File: src/rtl/alu_interface_pkg.sv
// Shared types and constants for the UART-to-ALU bridge and the external ALU beside it.
`timescale 1ns/1ps
package alu_interface_pkg;

    // Transaction phases: three received bytes, one result-launch cycle, then wait for the UART
    typedef enum logic [2:0] {
        StWaitA  = 3'd0,
        StWaitB  = 3'd1,
        StWaitOp = 3'd2,
        StSend   = 3'd3,
        StWaitTx = 3'd4
    } state_e;

    // ALU operation codes (MIPS funct-style encoding)
    localparam logic [5:0] OpAdd = 6'b100000;
    localparam logic [5:0] OpSub = 6'b100010;
    localparam logic [5:0] OpAnd = 6'b100100;
    localparam logic [5:0] OpOr  = 6'b100101;
    localparam logic [5:0] OpXor = 6'b100110;
    localparam logic [5:0] OpSra = 6'b000011;
    localparam logic [5:0] OpSrl = 6'b000010;
    localparam logic [5:0] OpNor = 6'b100111;

endpackage

File: src/rtl/alu_interface.sv
// Collects operand A, operand B and an opcode from a UART receiver, presents them to an
// external ALU, and hands the ALU result back to a UART transmitter.
`timescale 1ns/1ps
module alu_interface
    import alu_interface_pkg::*;
#(
    parameter int unsigned NBITS  = 8,
    parameter int unsigned COD_OP = 6
) (
    input  logic              clk,
    input  logic              reset,
    input  logic [NBITS-1:0]  rx_data,
    input  logic              rx_done,
    input  logic [NBITS-1:0]  alu_result,
    input  logic              tx_done,
    output logic [NBITS-1:0]  operando_A,
    output logic [NBITS-1:0]  operando_B,
    output logic [COD_OP-1:0] cod_operacion,
    output logic [NBITS-1:0]  tx_data,
    output logic              tx_start,
    output logic              busy,
    output logic              overrun
);

    state_e            state_q, state_d;
    logic [NBITS-1:0]  operando_a_q, operando_a_d;
    logic [NBITS-1:0]  operando_b_q, operando_b_d;
    logic [COD_OP-1:0] cod_operacion_q, cod_operacion_d;
    logic [NBITS-1:0]  tx_data_q, tx_data_d;
    logic              tx_start_q, tx_start_d;
    logic              overrun_q, overrun_d;

    // Next-state and register-load decode
    always_comb begin
        state_d         = state_q;
        operando_a_d    = operando_a_q;
        operando_b_d    = operando_b_q;
        cod_operacion_d = cod_operacion_q;
        tx_data_d       = tx_data_q;
        tx_start_d      = 1'b0;
        overrun_d       = overrun_q;

        case (state_q)
            StWaitA: begin
                if (rx_done) begin
                    operando_a_d = rx_data;
                    state_d      = StWaitB;
                end
            end
            StWaitB: begin
                if (rx_done) begin
                    operando_b_d = rx_data;
                    state_d      = StWaitOp;
                end
            end
            StWaitOp: begin
                if (rx_done) begin
                    // Upper bits of the opcode byte are discarded
                    cod_operacion_d = rx_data[COD_OP-1:0];
                    state_d         = StSend;
                end
            end
            StSend: begin
                // Operands and opcode have been stable for a full cycle, so the ALU output is settled
                tx_data_d  = alu_result;
                tx_start_d = 1'b1;
                state_d    = StWaitTx;
                if (rx_done) overrun_d = 1'b1;
            end
            StWaitTx: begin
                // A byte arriving here has nowhere to go; it is dropped even if tx_done coincides
                if (rx_done) overrun_d = 1'b1;
                if (tx_done) state_d = StWaitA;
            end
            default: begin
                state_d = StWaitA;
            end
        endcase
    end

    // State and datapath registers with synchronous reset
    always_ff @(posedge clk) begin
        if (reset) begin
            state_q         <= StWaitA;
            operando_a_q    <= '0;
            operando_b_q    <= '0;
            cod_operacion_q <= '0;
            tx_data_q       <= '0;
            tx_start_q      <= 1'b0;
            overrun_q       <= 1'b0;
        end else begin
            state_q         <= state_d;
            operando_a_q    <= operando_a_d;
            operando_b_q    <= operando_b_d;
            cod_operacion_q <= cod_operacion_d;
            tx_data_q       <= tx_data_d;
            tx_start_q      <= tx_start_d;
            overrun_q       <= overrun_d;
        end
    end

    // Output mapping; busy is a pure decode of the current state
    always_comb begin
        operando_A    = operando_a_q;
        operando_B    = operando_b_q;
        cod_operacion = cod_operacion_q;
        tx_data       = tx_data_q;
        tx_start      = tx_start_q;
        overrun       = overrun_q;
        busy          = (state_q != StWaitA);
    end

endmodule

File: config.mk
export PLATFORM = sky130hd
export DESIGN_NAME = alu_interface
export DESIGN_NICKNAME = d
export VERILOG_FILES = /design/src/rtl/alu_interface_pkg.sv /design/src/rtl/alu_interface.sv
export SDC_FILE = /design/constraint.sdc
export NUM_CORES = 1
export LEC_CHECK = 0
export CORE_MARGIN = 4
export CORE_UTILIZATION = 44
export CTS_BUF_LIST = sky130_fd_sc_hd__clkbuf_8
export DETAILED_ROUTE_END_ITERATION = 8
export PLACE_DENSITY = 0.81
export SYNTH_ARGS = -nofsm -noshare
export SYNTH_HDL_FRONTEND = slang
export SYNTH_SLANG_ARGS = --single-unit
File: constraint.sdc
create_clock -name clk -period 1.45 [get_ports clk]
set_input_delay 0.145 -clock clk [delete_from_list [all_inputs] [get_ports clk]]
set_output_delay 0.145 -clock clk [all_outputs]
set_load 0.005 [all_outputs]
==> results of run 1 <==
[routing by layer]
layer  routed length (um)  vias to the layer above  part of all wire [%]  GRT usage, %
met3                  284                        6                   8.9          8.45
met5                    0                        -                     0             0
met4                   65                        0                   2.0          9.64
li1                     -                      558                     -             -
met2                 1550                       41                    48          28.5
met1                 1300                      529                    41          20.2
[worst max path at each step]
stage,startpoint,end,slack [ps]
6_report,state_q[2]$_SDFFE_PP0P_,busy,40
5_1_grt,state_q[2]$_SDFFE_PP0P_,busy,0.5
4_1_cts,state_q[2]$_SDFFE_PP0P_,busy,20
2_1_floorplan,state_q[2]$_SDFFE_PP0P_,operando_A[0]$_SDFFE_PP0P_,140
3_3_place_gp,rx_done,operando_A[4]$_SDFFE_PP0P_,9
3_5_place_dp,rx_done,operando_A[7]$_SDFFE_PP0P_,-8
[cell type report]
class                      count  area, um^2  area share, %
clock buffer                   5        68.8           3.44
clock inverter                 3        16.3          0.814
inverter                       2        7.51          0.376
multi-input combinational     87         553           27.7
sequential                    35         701           35.1
tap                           31        38.8           1.94
timing repair buffer          61         613           30.7
[cell usage in the layout (no fill, tap or decap), types with 2 or more instances in the layout]
cell             instances
mux2i_1                 22
nor3_1                   2
buf_12                   2
dfxtp_1                 35
nand3b_1                 2
clkdlybuf4s50_1         51
a21oi_1                 11
inv_1                    3
buf_4                    7
and4bb_2                 2
nor2_1                  25
clkbuf_8                 5
nand2_1                 17
[critical path, stage by stage (launching register included)]
cell	delay [ps]
dfxtp_1	310
or3_2	460
clkdlybuf4s15_1	210
[cells by family after synthesis]
group                  Yosys count
AOI/OAI and AO/OA               12
muxes                           22
and+or+nand+nor                 53
buffers and inverters           13
DFF                             35
[stage by stage]
stage / setup TNS, ps / utilization (%) / setup slack, ps / hold WS [ps]
after floorplan: 0 / - / 141 / 281
after global placement: 0 / 67.6 / 8.89 / 441
after detailed placement: -27.9 / 67.6 / -7.57 / 450
after CTS: 0 / 70.6 / 22.9 / 456
after global routing: 0 / 70.6 / 0.479 / 466
final: 0 / 70.6 / 41.4 / 459
[power by group]
part	switching, W	internal [W]	total [W]
registers	0.0000177	0.000995	0.00101
clock network	0.000344	0.000328	0.000672
logic	0.000108	0.000166	0.000275
[sequential cells by signal, summed over array words and instances (netlist names)]
signal	cells
tx_data	8
overrun	1
operando_B	8
operando_A	8
tx_start	1
cod_operacion	6
state_q	3
==> results.md, run 1 <==
* Num CTS Buffers at 5
* FF-to-FF End: operando_A[7]$_SDFFE_PP0P_
* Post-route antenna net violation count at 0
* Synthesized instance count at 135
* Mux cell area share after synthesis at between 15 and 20%
* Async S/R FF share, synth at 0%
* Share of Yosys cell area claimed by the top area cell type at between 50% and 60%
* Die area at between 3000 and 4000 um^2
* Synth-to-layout area growth at 50.4%
* Status: finished clean
* Starting Density at 47.0%
* Die span in y at approximately 63 um
* Largest family of logic cells by synthesized area: simple AND/OR/NAND/NOR gates
* Global-route wire length before repair at between 5000 and 6000 um
* R2r worst-path depth at 4
* Post-route insts no fill at about 220
* Register bit count reported by yosys at 35
* Tot GR Track Use at 18.1%
* Synth Area in Simple Gates at between 20% and 30%
* Hold path startpoint: operando_A[4]$_SDFFE_PP0P_
* Leakage power at approximately 0.8 nW
* CTS Hold Bufs at 0
* Final hold viol count at 0
* Hold Path Class: reg2reg
* Worst hold endpoint: operando_A[4]$_SDFFE_PP0P_
* Worst Path Required at between 1000 and 1500 ps
* Post-DP HPWL at between 2000 and 2500 um
* Ratio of cells with drive above 1 in the final layout at 10.9%
* Routed WL at around 3200 um
* Post-cts resize count at 2
* Max-slew violation count at 0
* Grt ovf at 0
* Pwr dens at ~980 nW/um^2
* Placed cell count at roughly 220
* Port bufs at 52
* Initial antenna violation count at 0
* Drt wl/cell at roughly 14 um
* Syn Area/Cell at approximately 10 um^2
* Main synth FF type: dfxtp_1
* Post-synthesis compound-gate area fraction at between 4 and 5%
* H-tree lvl count at 2
* FP Rows at 19
* Residual DRC at 0
* Nets at ~210
* CTS tree: yes
* Finished Cell Area at 2000 um^2
* CTS Root Buffer Type: clkbuf_8
* DP Area at around 1900 um^2
* Via count of the routed design at between 1k and 1.5k
* Crit end category: output pin
* Die Width at 63.0 um
* Worst-Margin Slew at between 200 and 250 ps
* Clk_skew at approximately 3.5 ps
* TritonRoute pass-1 iters at 4
* Core area at roughly 2800 um^2
* Post-DR vias/cell at ~5.1
* Post-synth EDFFs at 0
* Fill count at about 220
* Commonest cells post-synth: dfxtp_1, nor2_1, mux2i_1, nand2_1, a21oi_1
* Sink Count at 35
* Register area share after synthesis at between 50% and 60%
* Post-layout minimum cycle time at between 1000 and 1500 ps
* Final setup fails at 0
* Setup CP Type: reg2out
* ANT cells at 0
* I/O pins at between 50 and 60
* CTS Buffer Depth at 2
* RSZ-0062 raised after global routing: no
* Critical path arrival at between 1000 and 1500 ps
* Synth area leaders: dfxtp_1, mux2i_1, nor2_1
* Critical R2R Launch: state_q[2]$_SDFFE_PP0P_
* Max capacitance violation total at 0
* Ys Warns at 0
* Post-CTS setup buffer count at 0
* CP max FO at 2
* Worst-path clk slew at ~70 ps
* Leading area contributor after synthesis: dfxtp_1
* Clk_lat worst skew at between 200 and 300 ps
* Fmax at between 700 and 800 MHz
* Mapped Area at ~1300 um^2
* Syn_nets at approximately 160
* Setup crit start kind: register
* Power, Total at slightly below 0.002 W
* XOR/XNOR Fraction of Synth Area at 0%
* Slew HR at between 80% and 90%
* Tcrit/Tclk final at approximately 100%
* DR iter-0 viols at between 100 and 150
* Flop2flop setup slack at roughly 110 ps
* GP Congestion at approximately 0.7
* Distinct cells, synth at 20
* Maximum VDD drop at between 0.7 and 0.8 mV
* Hold Path Stages at 2
* Post-synthesis adder-cell area fraction at 0%
* Top-count cell post-synth: dfxtp_1
* Largest net degree at the start of global routing at 36
* Number of global-route vias before repair at approximately 1.2k
Power figures use the tool's default switching activity.
==> run 2: changes to the inputs <==
Settings changed: CORE_MARGIN 4 to unset, HOLD_SLACK_MARGIN set to 0.03, SLEW_MARGIN set to 20.
==> run 2 against run 1 <==
The flow now finishes with violations (DRC). Register-to-register slack lost 20 ps. Critical path type is now reg2reg. Maximum frequency grew 3.9%. Sequential cell count is the same. Power shrank 2.0%. Non-clock buffer count grew 2. Via count shrank 1.8%. Final cell count grew 0.89%. Routed wire length shrank 8.7%. Clock skew shrank 0.60 ps. First-iteration DRC count shrank 81%. Critical endpoint is now operando_A[1]$_SDFFE_PP0P_.
==> results.md, run 2 (synthesis results as in run 1) <==
* Maximum VDD drop at 0.859 mV (was 0.770 mV)
* Largest net degree at the start of global routing at 36 (unchanged)
* Setup TNS at 0 ps (unchanged)
* Worst-Margin Slew at 241 ps (was 240 ps)
* GP Congestion at 0.706 (was 0.703)
* Most frequent cells in the layout: clkdlybuf4s50_1, dfxtp_1, nor2_1 (unchanged)
* DR iter-0 viols at 22 (was 113)
* Clk_skew at 2.88 ps (was 3.48 ps)
* Internal power at 0.00148 W (was 0.00149 W)
* Global-route wire length before repair at 4910 um (was 5540 um)
* Via count of the routed design at 1114 (was 1134)
* Post-DP HPWL at 2140 um (was 2370 um)
* Violated checks: DRC
* Sequential Power Share at 52.7% (was 51.7%)
* Nets at 214 (was 212)
* Final Util at 71.0% (was 70.6%)
* Placed cell count at 218 (was 216)
* Commonest non-fill, non-tap cell in the layout: clkdlybuf4s50_1 (unchanged)
* Ratio of cells with drive above 1 in the final layout at 11.8% (was 10.9%)
* Register area at 701 um^2 (unchanged)
* Post-route insts no fill at 226 (was 224)
* Clk pwr share at 33.2% (was 34.3%)
* Hold Path Class: in2reg (was reg2reg)
* Fin Hold WS at 454 ps (was 459 ps)
* Core area at 2810 um^2 (was 2830 um^2)
* Slew HR at 84.0% (about the same)
* Tcrit/Tclk final at 93.5% (was 97.1%)
* DP Area at 1920 um^2 (was 1910 um^2)
* Setup CP Type: reg2reg (was reg2out)
* Post-DR vias/cell at 4.93 (was 5.06)
* Worst-path clk slew at 70 ps (about the same)
* Sink Count at 35 (unchanged)
* Die span in y at 57.0 um (was 63.0 um)
* Worst-path cell chain: buf_4 > or4b_4 > nand2_1 > a21oi_1 (was or3_2 > clkdlybuf4s15_1)
* Worst Path Required at 1620 ps (was 1310 ps)
* Status: finished, violations left (was finished clean)
* ANT cells at 0 (unchanged)
* Final setup fails at 0 (unchanged)
* Number of global-route vias before repair at 1134 (was 1163)
* Multi-input combinational cell area at 553 um^2 (unchanged)
* Pwr dens at 964 nW/um^2 (was 981 nW/um^2)
* CTS Buffer Depth at 2 (unchanged)
* Slowest CP cell: or4b_4 (was or3_2)
* CP max FO at 9 (was 2)
* Fmax at 738 MHz (was 710 MHz)
* Post-layout minimum cycle time at 1360 ps (was 1410 ps)
* CTS Root Buffer Type: clkbuf_8 (unchanged)
* WP buf/inv at 1 (unchanged)
* Routed WL at 2920 um (was 3200 um)
* Delay of the slowest critical-path stage at 590 ps (was 460 ps)
* Final hold viol count at 0 (unchanged)
* Initial antenna violation count at 0 (unchanged)
* Tot GR Track Use at 20.2% (was 18.1%)
* Critical path arrival at 1520 ps (was 1260 ps)
* Fill count at 221 (was 222)
* Port bufs at 52 (unchanged)
* Leakage power at 0.811 nW (was 0.799 nW)
* Starting Density at 47.4% (was 47.0%)
* CP top delay family: simple AND/OR/NAND/NOR gates (unchanged)
* Die area at 3240 um^2 (was 3960 um^2)
* Grt ovf at 0 (unchanged)
* CTS Hold Bufs at 0 (unchanged)
* Drt wl/cell at 12.9 um (was 14.3 um)
* Post-route antenna net violation count at 0 (unchanged)
* Max-slew violation count at 0 (unchanged)
* Residual DRC at 5 (was 0)
* Comb pwr share at 14.1% (was 14.0%)
* TritonRoute pass-1 iters at 7 (was 4)
* CTS tree: yes (unchanged)
* Die Width at 57.0 um (was 63.0 um)
* Sw Share at 22.9% (was 24.0%)
* Crit end category: register (was output pin)
* Synth-to-layout area growth at 49.9% (was 50.4%)
* Max capacitance violation total at 0 (unchanged)
* RSZ-0062 raised after global routing: no (unchanged)
* Num CTS Buffers at 5 (unchanged)
* Setup crit start kind: register (unchanged)
* Clk_lat worst skew at 280 ps (about the same)
* H-tree lvl count at 2 (unchanged)
* FP Rows at 19 (unchanged)
* Finished Cell Area at 1990 um^2 (was 2000 um^2)
* NetSw at 0.000439 W (was 0.000470 W)
* I/O pins at 53 (unchanged)
run 2: tightest hold or removal path, delay by kind of cell:
| kind | cells | cell delay [ps] |
|---|---|---|
| AOI/OAI and AO/OA | 1 | 50 |
| buffers and inverters | 1 | 420 |
| and+or+nand+nor | 1 | 70 |
run 2: area by class of cell:
type / instances / area share, %
clock buffer: 5 / 3.45
sequential: 35 / 35.2
timing repair buffer: 63 / 30.7
inverter: 2 / 0.377
clock inverter: 3 / 0.628
multi-input combinational: 87 / 27.8
tap: 31 / 1.95
run 2: final timing paths:
| kind | slack [ps] | to | startpoint | cells after the start |
|---|---|---|---|---|
| max | 90 | operando_A[1]$_SDFFE_PP0P_ | state_q[2]$_SDFFE_PP0P_ | 4 |
| min | 450 | operando_A[7]$_SDFFE_PP0P_ | rx_data[7] | 3 |
| max reg2reg | 90 | operando_A[1]$_SDFFE_PP0P_ | state_q[2]$_SDFFE_PP0P_ | 4 |
| min reg2reg | 460 | operando_A[5]$_SDFFE_PP0P_ | operando_A[5]$_SDFFE_PP0P_ | 2 |
run 2: metal layers:
layer  routed length (um)  GRT usage [%]  vias up
li1                     -              -      566
met3                  111           7.71        4
met4                   31           7.32        0
met2                 1590           35.6       23
met1                 1190           22.2      521
met5                    0              0        -
run 2: metrics by stage:
stage	setup WS [ps]	total power (W)
after floorplan	141	0.00115
after global placement	-31.0	0.00130
after detailed placement	-60.4	0.00131
after CTS	27.5	0.00194
after global routing	49.2	0.00201
final	94.3	0.00192
run 2: power groups by stage:
stage          Sequential [W]  Combinational [W]  Clock, W
6_report              0.00101           0.000271  0.000637
5_1_grt               0.00102           0.000296  0.000693
4_1_cts               0.00101           0.000275  0.000652
3_5_place_dp          0.00104           0.000274         0
3_3_place_gp          0.00103           0.000267         0
2_1_floorplan         0.00103           0.000118         0
run 2: timing repair:
item | in CTS | in global routing
gates resized for setup | 2 | 1
endpoints found under the setup margin | 1 | 1
buffers inserted | 0 | 0
==> RTL change 1: new RTL, settings of run 2 <==
Reset style: asynchronous (`reset`), changed in one clocked block. Comments in the files are not updated.
--- a/src/rtl/alu_interface.sv
+++ b/src/rtl/alu_interface.sv
@@ -79,7 +79,7 @@
     end
 
     // State and datapath registers with synchronous reset
-    always_ff @(posedge clk) begin
+    always_ff @(posedge clk or posedge reset) begin
         if (reset) begin
             state_q         <= StWaitA;
             operando_a_q    <= '0;
Formal check against the unedited RTL: differs if reset is asserted again (counterexample within 4 cycles, from zero or initial values and one cycle with reset high); with reset held inactive, the same outputs for 10 cycles.
==> RTL change 1 against run 2 <==
  * The flow finishes with violations (negative setup slack)
  * Sequential cell count unchanged
  * Worst setup slack worse by 0.16 ns
  * Cell area up 13%
  * Core utilization up 3.5 points
  * Wire length up 13%
  * Clock skew up 0.0011 ns
  * Cell count down 11%
  * Hold slack worse by 0.36 ns
  * Area after synthesis up 4.6%
  * Die area up 4.4%
Power is not compared: it rests on default switching activity, and its combinational part moved more than twofold at a synthesized area within 25%.
==> RTL change 1: results (changes against run 2) <==
The total nets after synthesis is 107 (-31%), and the number of endpoints failing setup at the final stage is 22 (+22). For the via count of the first global-routing pass, the log shows 1,066 (-6.0%). The post-detailed-routing wire length was 3310 um (+13%).

The tightest min-delay check is of the input port to asynchronous set/reset pin type. Maximum number of pins on one net before global-route repair: 31 (-14%). The tools report the detailed placement HPWL as 2230 um (+4.0%).

The pre-CTS setup slack came out at -0.213 ns (-0.152 ns). The part of the Yosys area used for sequential elements was 63.0% (+10 points). The cell area reported after detailed placement was 2020 um2 (+5.6%). The worst path setup slack after routing came out at -0.0629 ns (-0.157 ns). For the wire length of the first global-routing pass, the log shows 5330 um (+8.4%). For the maximum clock skew at final layout, the log shows 0.00393 ns (+0.00105 ns). The number of nets in the layout came out at 177 (-17%). By count the netlist is led by dfrtp_1, mux2_2, buf_2. The total DRC errors in the routed layout is 0 (-5).

In the post-synthesis netlist, the biggest area contributors are dfrtp_1, mux2_2, and4bb_2. The tools report the number of violations reported at the end of detailed-routing iteration 0 as 28 (+27%). Top fanout value on the critical path: 6 (-3). The run gives 18 (-10%) as the count of unique library cells instantiated by Yosys. The primary flip-flop cell chosen by synthesis mapping is dfrtp_1. The run gives 4 (-3) as the detailed-router iteration count before antenna repair.

The arrival time at the worst endpoint is 1.68 ns (+0.16 ns). The run finished, with violations left. The fill cell total of the finished layout is 194 (-12%). The fraction of final layout cells sized beyond drive strength 1 is 41.4% (+30 points). The proportion of register bits with asynchronous set or reset after synthesis is 100% (+100 points). The final reports fail on negative setup slack.

The logs give -0.780 ns (-0.780 ns) for the setup TNS and 973 (-13%) for the vias after detailed routing. Overall track demand over capacity in global routing: 21.7% (+1.5 points). The final core utilization came out at 74.5% (+3.5 points).
RTL change 1: cell count changes in the layout (fill, tap and decap cells not counted), sizes merged, moves of 6 or more:
cell | before | now
buf | 11 | 17
a21oi | 11 | 2
nor2 | 25 | 0
mux2i | 22 | 0
dfxtp | 35 | 0
mux2 | 0 | 30
dfrtp | 0 | 35
nand2 | 17 | 0
RTL change 1: power by group through the flow:
stage | Sequential, mW | Clock [mW] | Combinational, mW
after CTS | 1.74 | 0.718 | 2.31
final | 1.74 | 0.703 | 2.42
after global placement | 1.76 | 0 | 1.94
after floorplan | 1.74 | 0 | 0.829
after global routing | 1.81 | 0.761 | 2.58
after detailed placement | 1.80 | 0 | 2.01
RTL change 1: stage by stage:
step	instances	power [mW]
after global routing	201	5.15
after CTS	199	4.77
after global placement	187	3.70
after floorplan	87	2.57
after detailed placement	187	3.81
final	201	4.87
RTL change 1: critical path, stage by stage, from the launching register on:
cell	delay, ns
dfrtp_2	0.41
buf_6	0.14
nor4b_4	0.34
buf_6	0.20
mux2_4	0.31
RTL change 1: layout make-up:
class                      count  area share (%)
clock buffer                   6            3.66
clock inverter                 1           0.222
inverter                       1           0.166
multi-input combinational     45            24.5
sequential                    35            39.0
tap                           44            2.44
timing repair buffer          69            30.0
RTL change 1: worst paths after layout:
check	from	to	cells past startpoint	slack [ns]
setup / recovery	state_q[1]	operando_A[4]	4	-0.06
max in group asynchronous	reset	state_q[1]	3	0.91
setup reg to reg	state_q[1]	operando_A[4]	4	-0.06
hold reg to reg	overrun	overrun	1	0.48
min in group clk	alu_result[5]	tx_data[5]	2	0.47
hold / removal	reset	tx_data[7]	2	0.1
RTL change 1: logic make-up (layout without fill, tap and decap cells):
kind of cell           count (synthesis)  count (layout)  share of synthesized area, %
buffers and inverters                  7              77                          2.88
AOI/OAI and AO/OA                      3               3                          1.35
DFF                                   35              35                          63.0
and+or+nand+nor                       12              12                          8.46
muxes                                 30              30                          24.3
RTL change 1: per-layer routing:
layer | vias up | wire length (um) | global-route usage [%]
li1 | 445 | - | -
met2 | 28 | 1720 | 36.3
met4 | 0 | 47 | 9.86
met5 | - | 0 | 0
met3 | 5 | 131 | 4.24
met1 | 495 | 1410 | 27.4
RTL change 1: timing repair:
| action | in CTS | in global routing |
|---|---|---|
| hold buffers | 0 | 0 |
| gates cloned | 0 | 0 |
| resized for setup | 21 | 8 |
| setup buffers | 5 | 2 |
| pin swaps | 2 | 1 |
| endpoints found under the setup margin | 25 | 24 |
==> RTL change 2: new RTL, settings of run 2 <==
Made on the original files. Change the parameter `NBITS` from 8 to 10.
--- a/src/rtl/alu_interface.sv
+++ b/src/rtl/alu_interface.sv
@@ -4,7 +4,7 @@
 module alu_interface
     import alu_interface_pkg::*;
 #(
-    parameter int unsigned NBITS  = 8,
+    parameter int unsigned NBITS  = 10,
     parameter int unsigned COD_OP = 6
 ) (
     input  logic              clk,
Interface: changed (5 resized); port bits go from 53 to 63. The function was not compared with the original's and may differ.
==> RTL change 2 against run 2 <==
  * Largest power group unchanged
  * Non-clock buffer count grew 14
  * Combinational power rose by 17%
  * Area after synthesis grew 15%
  * Global-route usage rose by 0.98 points
  * Register-to-register slack improved by 0.05 ns
  * Wire length rose by 23%
  * Sequential cell count increased by 6
  * Cell area grew 17%
  * Sequential share of layout area grew 0.12 points
  * Worst setup slack got worse by 0.015 ns
  * Hold slack got worse by 0.046 ns
  * Clock power up 7.1%
  * Cell count grew 30%
  * Total power grew 14%
==> RTL change 2: results (changes against run 2) <==
The register-to-register setup slack is 0.14 ns (+0.05 ns), and the count of unique library cells instantiated by Yosys is 22 (+10%). The part of the Yosys area used for sequential elements was 53.9% (+1.2 points); the slew at the pin with the worst max-slew slack was 0.254 ns (+0.0132 ns). The run gives 179 (+33%) as the post-synthesis cell count. The standby leakage power was 0.857 nW (+5.7%).

For the fill cell total of the finished layout, the log shows 251 (+14%). The arrival time at the worst endpoint is 1.23 ns (-0.29 ns). The tools report the end point of the most critical hold path as tx_data[1].

The logs give 0.730 GHz (-1.1%) for the top achievable clock speed and 318 uW (+17%) for the combinational gate power. In this run the worst setup path terminates at busy. The wire length of the first global-routing pass was 5690 um (+16%); the number of violations reported at the end of detailed-routing iteration 0 was 25 (+14%). The mux contribution to synthesized area came out at 3.94% (-13 points). The detailed placement HPWL was 2550 um (+19%).

The top fanout value on the critical path is 6 (-3). The number of cells traversed by the worst register-to-register path is 5 (+1), and the cell count after placement is 286 (+31%). The maximum clock skew at final layout was 0.00528 ns (+0.00240 ns); the compound-cell area share of the yosys netlist was 11.3% (+6.5 points). The post-detailed-routing wire length is 3600 um (+23%). Number of nets in the layout: 273 (+28%). For the vias after detailed routing, the log shows 1,414 (+27%). The overall power of the completed layout was 2.18 mW (+14%); the fraction of power spent switching nets was 23.2% (+0.30 points). For the peak supply drop, the log shows 0.000697 V (-19%). After synthesis, the cell types taking the most area are dfxtp_1, nand2_1, a21oi_1. The pre-CTS setup slack was -0.0552 ns (+0.00519 ns); the clock transition at the registers of the reported paths was 0.07 ns (about the same).

The maximum number of pins on one net before global-route repair is 42 (+17%). The launch point of the worst path is state_q[2]. The via count of the first global-routing pass was 1,298 (+14%). Multi-input gate area in the final layout: 624 um2 (+13%). The launch point of the worst hold path is alu_result[1]. The port buffer count came out at 62 (+19%). The overall track demand over capacity in global routing is 21.2% (+0.98 points), and the detailed-router iteration count before antenna repair is 4 (-3).

The initial antenna violation count was 0 (unchanged). Ranked by instance count, the synthesized netlist is headed by nand2_1, dfxtp_1, a21oi_1. The tightest hold margin is 0.408 ns (-0.0461 ns), and the clock network power is 682 uW (+7.1%). Fraction of final layout cells sized beyond drive strength 1: 10.0% (-1.8 points).

The worst register-to-register path ends at cod_operacion[4]. The cell area reported after detailed placement is 2250 um2 (+17%). The flow ran to the end, and the final reports show no timing, DRC or antenna violations.

Last weighted congestion value of the routability-driven placer: 0.705 (-0.13%). The routed length per instance works out to 12.2 um (-5.4%).
RTL change 2: changes by cell type in the layout (fill, tap and decap cells not counted), sizes merged, moves of 2 or more:
cell / run 2 / this run
nand2: 17 / 60
a21oi: 11 / 33
mux2i: 22 / 6
nor2: 25 / 9
clkdlybuf4s50: 51 / 61
dfxtp: 35 / 41
buf: 11 / 15
inv: 4 / 2
RTL change 2: critical path, stage by stage (launching register included):
cell and delay (ns):
dfxtp_4 0.36, or3_1 0.37, clkdlybuf4s15_1 0.21
RTL change 2: cell type report:
cell class	instances	area share (%)
sequential	41	35.3
timing repair buffer	77	31.9
multi-input combinational	123	26.7
clock buffer	5	2.95
tap	44	2.36
clock inverter	3	0.589
inverter	1	0.161
RTL change 2: metal layers:
| metal | GRT usage, % | vias to the layer above | wire, um |
|---|---|---|---|
| met4 | 8.77 | 0 | 50 |
| met3 | 3.20 | 5 | 129 |
| met1 | 26.9 | 646 | 1690 |
| met5 | 0 | - | 0 |
| met2 | 36.1 | 35 | 1730 |
| li1 | - | 728 | - |
